## config.mk

```make
export PLATFORM = sky130hd
export DESIGN_NAME = lm32_x_result_stage
export DESIGN_NICKNAME = d
export VERILOG_FILES = /design/src/rtl/lm32_x_result_stage_pkg.sv /design/src/rtl/lm32_x_result_mux.sv /design/src/rtl/lm32_x_result_stage.sv
export SDC_FILE = /design/constraint.sdc
export NUM_CORES = 1
export LEC_CHECK = 0
export ABC_CLOCK_PERIOD_IN_PS = 5690
export CORE_AREA = 4 4 108 110
export CTS_CLUSTER_SIZE = 20
export DETAILED_ROUTE_END_ITERATION = 10
export DIE_AREA = 0 0 112 114
export GPL_TIMING_DRIVEN = 0
export PLACE_DENSITY_LB_ADDON = 0.3
export SLEW_MARGIN = 20
export SYNTH_ARGS = -nofsm -noshare
export SYNTH_HDL_FRONTEND = slang
export SYNTH_SLANG_ARGS = --single-unit
export TNS_END_PERCENT = 1
```

## constraint.sdc

```tcl
create_clock -name clk_i -period 5.69 [get_ports clk_i]
set_input_delay 1.138 -clock clk_i [delete_from_list [all_inputs] [get_ports clk_i]]
set_output_delay 1.138 -clock clk_i [all_outputs]
set_load 0.05 [all_outputs]
```

## src/rtl/lm32_x_result_stage_pkg.sv

```systemverilog
// Shared encodings for the LM32 X-stage result select and its multi-cycle sequencer.
// Imported by the result mux and the X->M stage top.
package lm32_x_result_stage_pkg;

    localparam int LM32_X_RESULT_SEL_RNG = 2;

    typedef enum logic [1:0] {
        X_SEL_ADD   = 2'd0,
        X_SEL_LOGIC = 2'd1,
        X_SEL_SHIFT = 2'd2,
        X_SEL_MC    = 2'd3
    } x_result_sel_t;

    typedef enum logic [1:0] {
        ST_IDLE    = 2'd0,
        ST_MC_WAIT = 2'd1,
        ST_MC_HOLD = 2'd2
    } x_state_t;

    // r0 is hardwired to zero, so a write to it is dropped at the tag.
    function automatic logic qualify_write_enable(input logic we, input logic idx_nonzero);
        return we & idx_nonzero;
    endfunction

endpackage

```

## src/rtl/lm32_x_result_mux.sv

```systemverilog
// Pure 4:1 selector choosing the X-stage result by functional unit.
module lm32_x_result_mux
    import lm32_x_result_stage_pkg::*;
#(
    parameter int WORD_WIDTH = 32
) (
    input  logic [LM32_X_RESULT_SEL_RNG-1:0] sel,
    input  logic [WORD_WIDTH-1:0]            adder_in,
    input  logic [WORD_WIDTH-1:0]            logic_in,
    input  logic [WORD_WIDTH-1:0]            shifter_in,
    input  logic [WORD_WIDTH-1:0]            mc_in,
    output logic [WORD_WIDTH-1:0]            result
);

    // Result select
    always_comb begin
        result = '0;
        case (x_result_sel_t'(sel))
            X_SEL_ADD:   result = adder_in;
            X_SEL_LOGIC: result = logic_in;
            X_SEL_SHIFT: result = shifter_in;
            X_SEL_MC:    result = mc_in;
            default:     result = '0;
        endcase
    end

endmodule

```

## src/rtl/lm32_x_result_stage.sv

```systemverilog
// X-stage result select, multi-cycle op sequencer (start/wait/hold/abort/watchdog)
// and the X->M pipeline register with its writeback tag.
module lm32_x_result_stage
    import lm32_x_result_stage_pkg::*;
#(
    parameter int WORD_WIDTH    = 32,
    parameter int REG_IDX_WIDTH = 5,
    parameter int MC_MAX_CYCLES = 64
) (
    input  logic                            clk_i,
    input  logic                            rst_i,
    input  logic                            valid_x,
    input  logic                            kill_x,
    input  logic                            stall_m,
    input  logic [LM32_X_RESULT_SEL_RNG-1:0] x_result_sel,
    input  logic [WORD_WIDTH-1:0]           adder_result_x,
    input  logic [WORD_WIDTH-1:0]           logic_result_x,
    input  logic [WORD_WIDTH-1:0]           shifter_result_x,
    input  logic [WORD_WIDTH-1:0]           mc_result_x,
    input  logic                            mc_done,
    input  logic                            write_enable_x,
    input  logic [REG_IDX_WIDTH-1:0]        write_idx_x,
    output logic                            mc_start,
    output logic                            mc_abort,
    output logic                            stall_request_x,
    output logic                            mc_timeout,
    output logic [WORD_WIDTH-1:0]           operand_m,
    output logic                            valid_m,
    output logic                            write_enable_m,
    output logic [REG_IDX_WIDTH-1:0]        write_idx_m
);

    localparam int WD_W = (MC_MAX_CYCLES > 2) ? $clog2(MC_MAX_CYCLES) : 1;
    localparam logic [WD_W-1:0] WD_LAST = WD_W'(MC_MAX_CYCLES - 1);

    x_state_t                  state_r, state_s;
    logic [WD_W-1:0]           wd_r, wd_s;
    logic                      timeout_r, timeout_set_s;
    logic [WORD_WIDTH-1:0]     hold_result_r;
    logic                      hold_we_r;
    logic [REG_IDX_WIDTH-1:0]  hold_idx_r;
    logic                      hold_load_s;
    logic [WORD_WIDTH-1:0]     operand_m_r, m_operand_s;
    logic                      valid_m_r, m_valid_s;
    logic                      we_m_r, m_we_s;
    logic [REG_IDX_WIDTH-1:0]  idx_m_r, m_idx_s;
    logic                      m_load_s;
    logic                      start_s, abort_s;
    logic                      stall_request_s, accept_s, launch_s, we_tag_s;
    logic [WORD_WIDTH-1:0]     mux_result_s;

    lm32_x_result_mux #(
        .WORD_WIDTH (WORD_WIDTH)
    ) u_mux (
        .sel        (x_result_sel),
        .adder_in   (adder_result_x),
        .logic_in   (logic_result_x),
        .shifter_in (shifter_result_x),
        .mc_in      (mc_result_x),
        .result     (mux_result_s)
    );

    // Stall depends only on state so mc_done can never feed back into the stall path.
    assign stall_request_s = (state_r != ST_IDLE);
    assign accept_s        = valid_x & ~kill_x & ~stall_m & ~stall_request_s;
    assign launch_s        = valid_x & ~kill_x & (x_result_sel == X_SEL_MC);
    assign we_tag_s        = qualify_write_enable(write_enable_x, |write_idx_x);

    // Next-state, watchdog and M-register load decisions
    always_comb begin
        state_s       = state_r;
        wd_s          = wd_r;
        start_s       = 1'b0;
        abort_s       = 1'b0;
        timeout_set_s = 1'b0;
        hold_load_s   = 1'b0;
        m_load_s      = ~stall_m;
        m_operand_s   = operand_m_r;
        m_valid_s     = 1'b0;
        m_we_s        = 1'b0;
        m_idx_s       = idx_m_r;
        case (state_r)
            ST_IDLE: begin
                if (launch_s) begin
                    start_s = 1'b1;
                    wd_s    = '0;
                    state_s = ST_MC_WAIT;
                end else if (accept_s) begin
                    m_operand_s = mux_result_s;
                    m_valid_s   = 1'b1;
                    m_we_s      = we_tag_s;
                    m_idx_s     = write_idx_x;
                end else begin
                    m_valid_s = 1'b0;
                end
            end
            ST_MC_WAIT: begin
                if (kill_x) begin
                    abort_s = 1'b1;
                    state_s = ST_IDLE;
                end else if (mc_done) begin
                    if (stall_m) begin
                        hold_load_s = 1'b1;
                        state_s     = ST_MC_HOLD;
                    end else begin
                        m_operand_s = mc_result_x;
                        m_valid_s   = 1'b1;
                        m_we_s      = we_tag_s;
                        m_idx_s     = write_idx_x;
                        state_s     = ST_IDLE;
                    end
                end else if (wd_r == WD_LAST) begin
                    timeout_set_s = 1'b1;
                    abort_s       = 1'b1;
                    state_s       = ST_IDLE;
                end else begin
                    wd_s = wd_r + WD_W'(1);
                end
            end
            ST_MC_HOLD: begin
                if (kill_x) begin
                    state_s = ST_IDLE;
                end else if (!stall_m) begin
                    m_operand_s = hold_result_r;
                    m_valid_s   = 1'b1;
                    m_we_s      = hold_we_r;
                    m_idx_s     = hold_idx_r;
                    state_s     = ST_IDLE;
                end else begin
                    state_s = ST_MC_HOLD;
                end
            end
            default: begin
                state_s = ST_IDLE;
            end
        endcase
    end

    // State, watchdog, hold register and X->M pipeline register
    always_ff @(posedge clk_i) begin
        if (rst_i) begin
            state_r       <= ST_IDLE;
            wd_r          <= '0;
            timeout_r     <= 1'b0;
            hold_result_r <= '0;
            hold_we_r     <= 1'b0;
            hold_idx_r    <= '0;
            operand_m_r   <= '0;
            valid_m_r     <= 1'b0;
            we_m_r        <= 1'b0;
            idx_m_r       <= '0;
        end else begin
            state_r <= state_s;
            wd_r    <= wd_s;
            if (timeout_set_s) begin
                timeout_r <= 1'b1;
            end
            if (hold_load_s) begin
                hold_result_r <= mc_result_x;
                hold_we_r     <= we_tag_s;
                hold_idx_r    <= write_idx_x;
            end
            if (m_load_s) begin
                operand_m_r <= m_operand_s;
                valid_m_r   <= m_valid_s;
                we_m_r      <= m_we_s;
                idx_m_r     <= m_idx_s;
            end
        end
    end

    // The unit handshake pulses are same-cycle, so reset must mask them directly.
    assign mc_start        = start_s & ~rst_i;
    assign mc_abort        = abort_s & ~rst_i;
    assign stall_request_x = stall_request_s;
    assign mc_timeout      = timeout_r;
    assign operand_m       = operand_m_r;
    assign valid_m         = valid_m_r;
    assign write_enable_m  = we_m_r;
    assign write_idx_m     = idx_m_r;

endmodule

```

# Word level (Yosys, flattened, before mapping)
# Cells that the tools add are included.
# Widths: inputs -> output; s select.
word_totals:
  register_bits: 86
  latch_bits: 0
  ram_bits: 0
  rom_bits: 0
  inputBits: 142
  out_inout_bits: 43
  word_cells: 95
  memories: 0
classes:
  addsub: 1
  mul: 0
  n_div: 0
  magnitude_cmp: 0
  eq_ne: 15
  shifts: 0
  mux: 49
  bitwise: 11
  reduce_logical: 9
op_table:
  columns: ["cell", "n"]
  rows:
  - ["$mux 32", 5]
  - ["$pmux 32 s4", 1]
  - ["$pmux 32 s3", 1]
  - ["$mux 5", 5]
  - ["$mux 6", 4]
  - ["$mux 1", 22]
  - ["$ne 2x2->1 const B", 8]
  - ["$pmux 5 s3", 1]
  - ["$mux 2", 6]
  - ["$pmux 6 s2", 1]
  - ["$and 1x1->1", 7]
  - ["$reduce_and 7->1", 1]
  - ["$add 6x1->6 const B", 1]
  - ["$eq 2x2->1 const B", 3]
  - ["$eq 6x6->1 const B", 1]
  - ["$pmux 1 s3", 2]
  - ["$pmux 2 s3", 1]
  - ["$reduce_and 5->1", 1]
  - ["$reduce_or 5->1", 1]
  - ["$eq 2x1->1 const B", 2]
  - ["$logic_not 2->1", 2]
  - ["$ne 4x4->1 const B", 1]
  - ["$not 1->1", 4]
  - ["$reduce_bool 2->1", 2]
  - ["2 further kinds", 2]

# Logic depth before layout (Yosys ltp)
# Gate-level depths: netlist of run 1.
depth:
  ltp_word: 7
  mapped_depth: 9
  mapped_depth_nobuf: 7

# Modules after synthesis
# Synthesis of run 1 repeated with hierarchy kept, for this count alone.
hier_totals:
  hier_cells: 549
  hier_area_um2: 4907.2
modules_own_cells:
  columns: ["mod", "instances", "cells_each", "area_per_inst_um2", "seq_area_each_um2"]
  rows:
  - ["lm32_x_result_stage", 1, 510, 4092.7, 1721.7]
  - ["lm32_x_result_mux", 1, 39, 814.5, 0.0]

# Least setup slack after synthesis of run 1
# OpenSTA, ideal clock, no wires.
synth_timing:
  path_type: "input port to output port"
  startpoint: "input port kill_x"
  endpoint: "output port mc_start"
  arrival_time_ns: 2.549
  required_time_ns: 4.552
  setup_slack_ns: 2.003
  path_stages: 3
  n_path_buf: 1
  path_cell_list: "buf_6 -> nand4b_1 -> nor3_1"
synth_between:
  elab_chain_len: 6
synth_lines:
  columns: ["element", "line", "source"]
  rows:
  - ["start, declared", "lm32_x_result_stage.sv:13", "input logic kill_x,"]
  - ["$not 1->1", "lm32_x_result_stage.sv:66", "assign launch_s = valid_x & ~kill_x & (x_result_sel == X_SEL_MC);"]
  - ["$and 1x1->1 (2 in a row)", "lm32_x_result_stage.sv:66", null]
  - ["$mux 1", "lm32_x_result_stage.sv:84", "if (launch_s) begin"]
  - ["$mux 1", "lm32_x_result_stage.sv:82", "case (state_r)"]
  - ["$and 1x1->1", "lm32_x_result_stage.sv:173", "assign mc_start = start_s & ~rst_i;"]
  - ["end, declared", "lm32_x_result_stage.sv:23", "output logic mc_start,"]
# Every way passes these cells.

# Worst setup path in the final report of run 1
layout_timing:
  startpoint: "input port rst_i"
  endpoint: "output port mc_start"
layout_between:
  elab_chain_len: 2
layout_lines:
  columns: ["element", "line", "source"]
  rows:
  - ["start, declared", "lm32_x_result_stage.sv:11", "input logic rst_i,"]
  - ["$not 1->1", "lm32_x_result_stage.sv:173", null]
  - ["$and 1x1->1", "lm32_x_result_stage.sv:173", null]
# Every way passes these cells.

==> out/results.tsv, run 1 <==
metric	value	unit
status	completed	
cts_max_level	3	
tns	0	ps
core_area	10700	um2
top_layer	met4	
fill_cells	956	
grt_pass1_wl	26360	um
post-route-min-period	4155	ps
p_int	1.083	mW
num_vias	5257	
antenna_found_initial	0	
diodes	0	
ys_seq_area_share	36.27	%
combinationalPowerShare	33.1	%
dp_worst_setup_slack	1535	ps
critPathCaptureType	primary output	
grt_pass1_vias	5316	
rsz0062_at_grt	false	
tritoncts	yes	
setup_slack	1535	ps
clock.fmax	240.7	MHz
cts.sinks	86	
dr_wl_met3	1375	um
insertion_delay	350	ps
track_usage	25.22	%
die_x	112	um
die_area	12770	um2
syn-mean-instance-area	8.314	um2
yosysTopAreaCell	dfxtp_1	
met1_length	6546	um
seq_power_share	39.6	%
r2r_slack	3280	ps
crit_fanout	10	
synth_fp_nets	719	
numCtsBuffers	9	
crit_type	in -> out	
p_switching	0.5528	mW
route.detailed.drc	0	
synth_edf_count	0	
synthTopCellsByCount	nand2_1 (148), dfxtp_1 (86), a21oi_1 (76)	
syn_inst	571	
synth.most_common_cell	nand2_1	
synth_area_leaders	dfxtp_1 (36%), nand2_1 (12%), a21oi_1 (8.0%), mux2_2 (6.6%), o32a_1 (5.9%)	
leakagePower	2.224	nW
clock_skew	11.26	ps
detail_route.iter0.violations	369	
post-cts-setup-buffers	0	
place.gp.congestion	0.8678	
syn-cell-area	4747	um2
dr.pass1.iters	5	
synth_seq_cells	86	
die_h	114	um
worst_slew_pin_slew	629.6	ps
hold_violations	0	
cts_root_buffer	clkbuf_8	
synth_ff_type	dfxtp_1	
synthArstFlopShare	0	%
initial_core_util	44.37	%
worst_setup_path_start_kind	input port	
wl	16400	um
vias_per_cell	5.790	
final_nets	911	
overflow	0	
io_pins	185	
hold_buffers	0	
switching_share	33.79	%
ctsLongestPathBuffers	2	
post-route-period-util	73.03	%
ir_worst_vdd	0.1225	mV
crit_arrival	3020	ps
synth_top_area_share	36.27	%
report.final.slew_viol_count	0	
finalSetupViolations	0	
slew_headroom	58.03	%
synth.distinct_cells	45	
wl_met2	8205	um
syn2layout_area_growth	46.20	%
dp.final_hpwl	12580	um
detail-route-antenna-nets	0	
avgRoutedWirePerCell	18.06	um
grt_max_degree	16	
numPortBuffers	181	
required	4550	ps
maxCapViolCount	0	
postCtsResizedCells	0	
final_util	64.88	%
clk_pin_slew_worst_paths	90	ps
holdWs	454.9	ps
pwr-share-clk	27.3	%
power	1.636	mW
rows	38	
hold_class	reg -> reg	
ys_warn_count	0	
power_density	235.7	nW/um2
drive_above_1_share	10.16	%
==> placed cells by master, fill, tap and decap left out, types with 7 or more instances in the layout <==
master / count
clkbuf_8: 10
o32a_1: 28
a22oi_1: 32
buf_6: 7
mux2_2: 28
nand2_1: 148
o2111ai_1: 28
clkdlybuf4s50_1: 181
nor2_1: 16
buf_2: 15
clkbuf_1: 26
a21oi_1: 76
dfxtp_1: 86
==> routing by layer <==
| layer | global-route usage (%) | up-vias |
|---|---|---|
| met5 | 0 | - |
| met4 | 7.853 | 0 |
| met3 | 6.578 | 28 |
| met2 | 43.88 | 240 |
| met1 | 30.68 | 2501 |
| li1 | - | 2488 |
==> critical path, cell delays in order <==
cell	delay (ps)
clkdlybuf4s50_1	470
clkbuf_1	300
nor3_1	270
clkdlybuf4s50_1	840
==> power groups by stage <==
stage | sequential, mW | clock (mW) | combinational, mW
6_report | 0.648 | 0.447 | 0.541
5_1_grt | 0.652 | 0.483 | 0.582
2_1_floorplan | 0.738 | 0 | 0.233
4_1_cts | 0.648 | 0.452 | 0.540
3_5_place_dp | 0.662 | 0 | 0.538
3_3_place_gp | 0.661 | 0 | 0.528
==> through the flow <==
stage               cells  instance area [um2]
floorplan             571                 4747
global placement      892                 6734
detailed placement    892                 6734
CTS                   908                 6940
global route          908                 6940
finish                908                 6940
==> kinds of logic after synthesis <==
group	count (synthesis)	synth area share, %
AOI/OAI and AO/OA	190	29.02
and+or+nand+nor	187	16.29
DFF	86	36.27
adders and majority gates	6	1.581
xor gates and xnor gates	5	0.9225
buffers and inverters	60	6.326
muxes	37	9.594
==> final cells by class <==
type / count / area (um2) / share of cell area [%]
clock buffer: 10 / 137.6 / 1.983
multi-input combinational: 425 / 2725 / 39.26
timing repair buffer: 181 / 1812 / 26.10
buffer: 54 / 277.8 / 4.002
sequential: 86 / 1722 / 24.81
inverter: 6 / 22.52 / 0.3245
tap: 140 / 175.2 / 2.524
clock inverter: 6 / 68.82 / 0.9915
==> registers in the layout, summed over array words and instances, names as in the netlist <==
name / count
hold_result_r: 32
hold_we_r: 1
write_enable_m: 1
mc_timeout: 1
hold_idx_r: 5
valid_m: 1
operand_m: 32
state_r: 2
write_idx_m: 5
wd_r: 6
==> worst paths after layout <==
path                                endpoint  cells past startpoint                       from
setup / recovery                    mc_start                      4                      rst_i
hold reg to reg    operand_m[7]$_SDFFE_PP0P_                      2  operand_m[7]$_SDFFE_PP0P_
setup reg to reg  operand_m[20]$_SDFFE_PP0P_                      8    state_r[0]$_SDFFE_PP0P_
hold / removal     operand_m[7]$_SDFFE_PP0P_                      2  operand_m[7]$_SDFFE_PP0P_
Power figures use the tool's default switching activity.
==> inputs of run 2 (changes only) <==
--- a/config.mk
+++ b/config.mk
@@ -5,11 +5,11 @@
 export SDC_FILE = /design/constraint.sdc
 export NUM_CORES = 1
 export LEC_CHECK = 0
-export ABC_CLOCK_PERIOD_IN_PS = 5690
-export CORE_AREA = 4 4 108 110
+export ABC_CLOCK_PERIOD_IN_PS = 3400
+export CORE_AREA = 4 4 114 116
 export CTS_CLUSTER_SIZE = 20
 export DETAILED_ROUTE_END_ITERATION = 10
-export DIE_AREA = 0 0 112 114
+export DIE_AREA = 0 0 118 120
 export GPL_TIMING_DRIVEN = 0
 export PLACE_DENSITY_LB_ADDON = 0.3
 export SLEW_MARGIN = 20
==> constraint.sdc (replaced) <==
create_clock -name clk_i -period 3.4 [get_ports clk_i]
set_input_delay 0.68 -clock clk_i [delete_from_list [all_inputs] [get_ports clk_i]]
set_output_delay 0.68 -clock clk_i [all_outputs]
set_load 0.05 [all_outputs]
==> run 2 against run 1 <==
  * Sequential cell count did not move
  * Die area rose by 11%
  * Clock power rose by 130%
  * Count of clock-buffer cells in the layout rose by 2
  * Sequential power rose by 68%
  * Largest cell class unchanged
  * Critical path depth rose by 2
  * Setup slack got worse by 1400 ps
  * Utilization fell by 5.6 points
  * Cell count rose by 0.66%
==> out/results.tsv, run 2 (synthesis gave the netlist of run 1 again) <==
metric	value	unit	change
status	completed		
numCtsBuffers	9		unchanged
detail-route-antenna-nets	0		unchanged
finalSetupViolations	0		unchanged
hold_violations	0		unchanged
tritoncts	yes		
multi_input_area	2725	um2	unchanged
critPathCaptureType	primary output		
numPortBuffers	181		unchanged
mostFrequentLayoutCell	clkdlybuf4s50_1		
clk_pin_slew_worst_paths	60	ps	-30 ps
dr.pass1.iters	5		unchanged
hold_buffers	0		unchanged
antenna_found_initial	0		unchanged
ir_worst_vdd	0.2960	mV	+140%
detail_route.iter0.violations	328		-11%
die_x	118	um	+5.4%
crit_fanout	19		+9
tns	0	ps	unchanged
report.final.slew_viol_count	0		unchanged
worst_slew_pin_slew	594.3	ps	-35.30 ps
io_pins	185		unchanged
seq_power_share	35.8	%	-3.8 points
cts_max_level	3		unchanged
place.gp.congestion	0.8775		+1.1%
rsz0062_at_grt	false		
ctsLongestPathBuffers	2		unchanged
final_nets	910		-0.11%
grt_max_degree	20		+4
wl	17010	um	+3.7%
track_usage	23.31	%	-1.9 points
setup_slack	118.2	ps	-1417 ps
place_area	6743	um2	+0.13%
combinationalPowerShare	29.8	%	-3.3 points
avgRoutedWirePerCell	18.61	um	+3.1%
insertion_delay	340	ps	about the same
dp_worst_setup_slack	142.0	ps	-1393 ps
power	3.037	mW	+86%
hold_class	reg -> reg		
vias_per_cell	5.674		-2.0%
mostFrequentLayoutCells	clkdlybuf4s50_1 (181), nand2_1 (148), dfxtp_1 (86)		
num_vias	5186		-1.4%
maxCapViolCount	0		unchanged
grt_pass1_vias	5256		-1.1%
crit_arrival	2600	ps	-420 ps
core_area	11910	um2	+11%
post-route-min-period	3282	ps	
initial_core_util	39.85	%	-4.5 points
crit_type	reg -> out		
route.detailed.drc	0		unchanged
final_util	59.26	%	-5.6 points
r2r_slack	990	ps	-2290 ps
required	2720	ps	-1830 ps
design_area	7059	um2	+1.7%
drive_above_1_share	10.17	%	+0.013 points
p_int	2.079	mW	+92%
post-route-period-util	96.52	%	
die_area	14160	um2	+11%
cts.sinks	86		unchanged
grt_pass1_wl	26970	um	+2.3%
rows	40		+5.3%
clock_skew	8.029	ps	-3.234 ps
p_switching	0.9579	mW	+73%
syn2layout_area_growth	48.71	%	
postCtsResizedCells	0		unchanged
area.sequential	1722	um2	unchanged
overflow	0		unchanged
worst_setup_path_start_kind	flip-flop		
diodes	0		unchanged
fill_cells	1091		+14%
die_h	120	um	+5.3%
power_density	430.2	nW/um2	+83%
pwr-share-clk	34.4	%	+7.1 points
cts_root_buffer	clkbuf_16		
dp.final_hpwl	12870	um	+2.3%
switching_share	31.54	%	-2.2 points
clock.fmax	304.7	MHz	
slew_headroom	60.38	%	+2.4 points
leakagePower	2.271	nW	+2.1%
run 2: final cells by class:
cell class              count  area share (%)
multi-input cells         425           38.60
repair buffers            181           25.66
flip-flops and latches     86           24.39
plain buffers              53           3.882
clock buffers              12           3.775
well taps                 147           2.605
clock inverters             4          0.7621
inverters                   6          0.3190
run 2: critical path, stage by stage (launching register included):
cell	delay, ps
dfxtp_1	340
inv_1	110
ha_1	220
buf_2	380
nor2b_1	260
o21a_1	150
clkdlybuf4s50_1	790
run 2: worst paths after layout:
check | startpoint | end | cells after the start
min | operand_m[23]$_SDFFE_PP0P_ | operand_m[23]$_SDFFE_PP0P_ | 2
max reg2reg | state_r[0]$_SDFFE_PP0P_ | operand_m[20]$_SDFFE_PP0P_ | 8
min reg2reg | operand_m[23]$_SDFFE_PP0P_ | operand_m[23]$_SDFFE_PP0P_ | 2
max | state_r[1]$_SDFFE_PP0P_ | mc_abort | 6
run 2: layer usage:
layer	part of all wire, %	up-vias	GRT usage (%)
met5	0	-	0
met4	1.8	0	8.059
met3	5.8	27	4.477
met2	51	168	41.83
met1	42	2510	27.86
li1	-	2481	-
run 2: timing repair:
item | 4_1_cts | 5_1_grt
hold endpoints to repair | 0 | 0
setup buffers | 0 | 0
endpoints found under the setup margin | 1 | 0
run 2: power groups by stage:
stage / clock network, mW / logic, mW / registers, mW
5_1_grt: 1.09 / 0.969 / 1.09
3_5_place_dp: 0 / 0.902 / 1.11
6_report: 1.05 / 0.905 / 1.09
3_3_place_gp: 0 / 0.890 / 1.11
4_1_cts: 1.05 / 0.904 / 1.09
2_1_floorplan: 0 / 0.389 / 1.23
run 2: through the flow:
stage / hold slack, ps / std cells
final: 454.8 / 914
after global routing: 467.8 / 914
after CTS: 452.7 / 914
after detailed placement: 444.5 / 899
after global placement: 438.6 / 899
after floorplan: 436.0 / 571
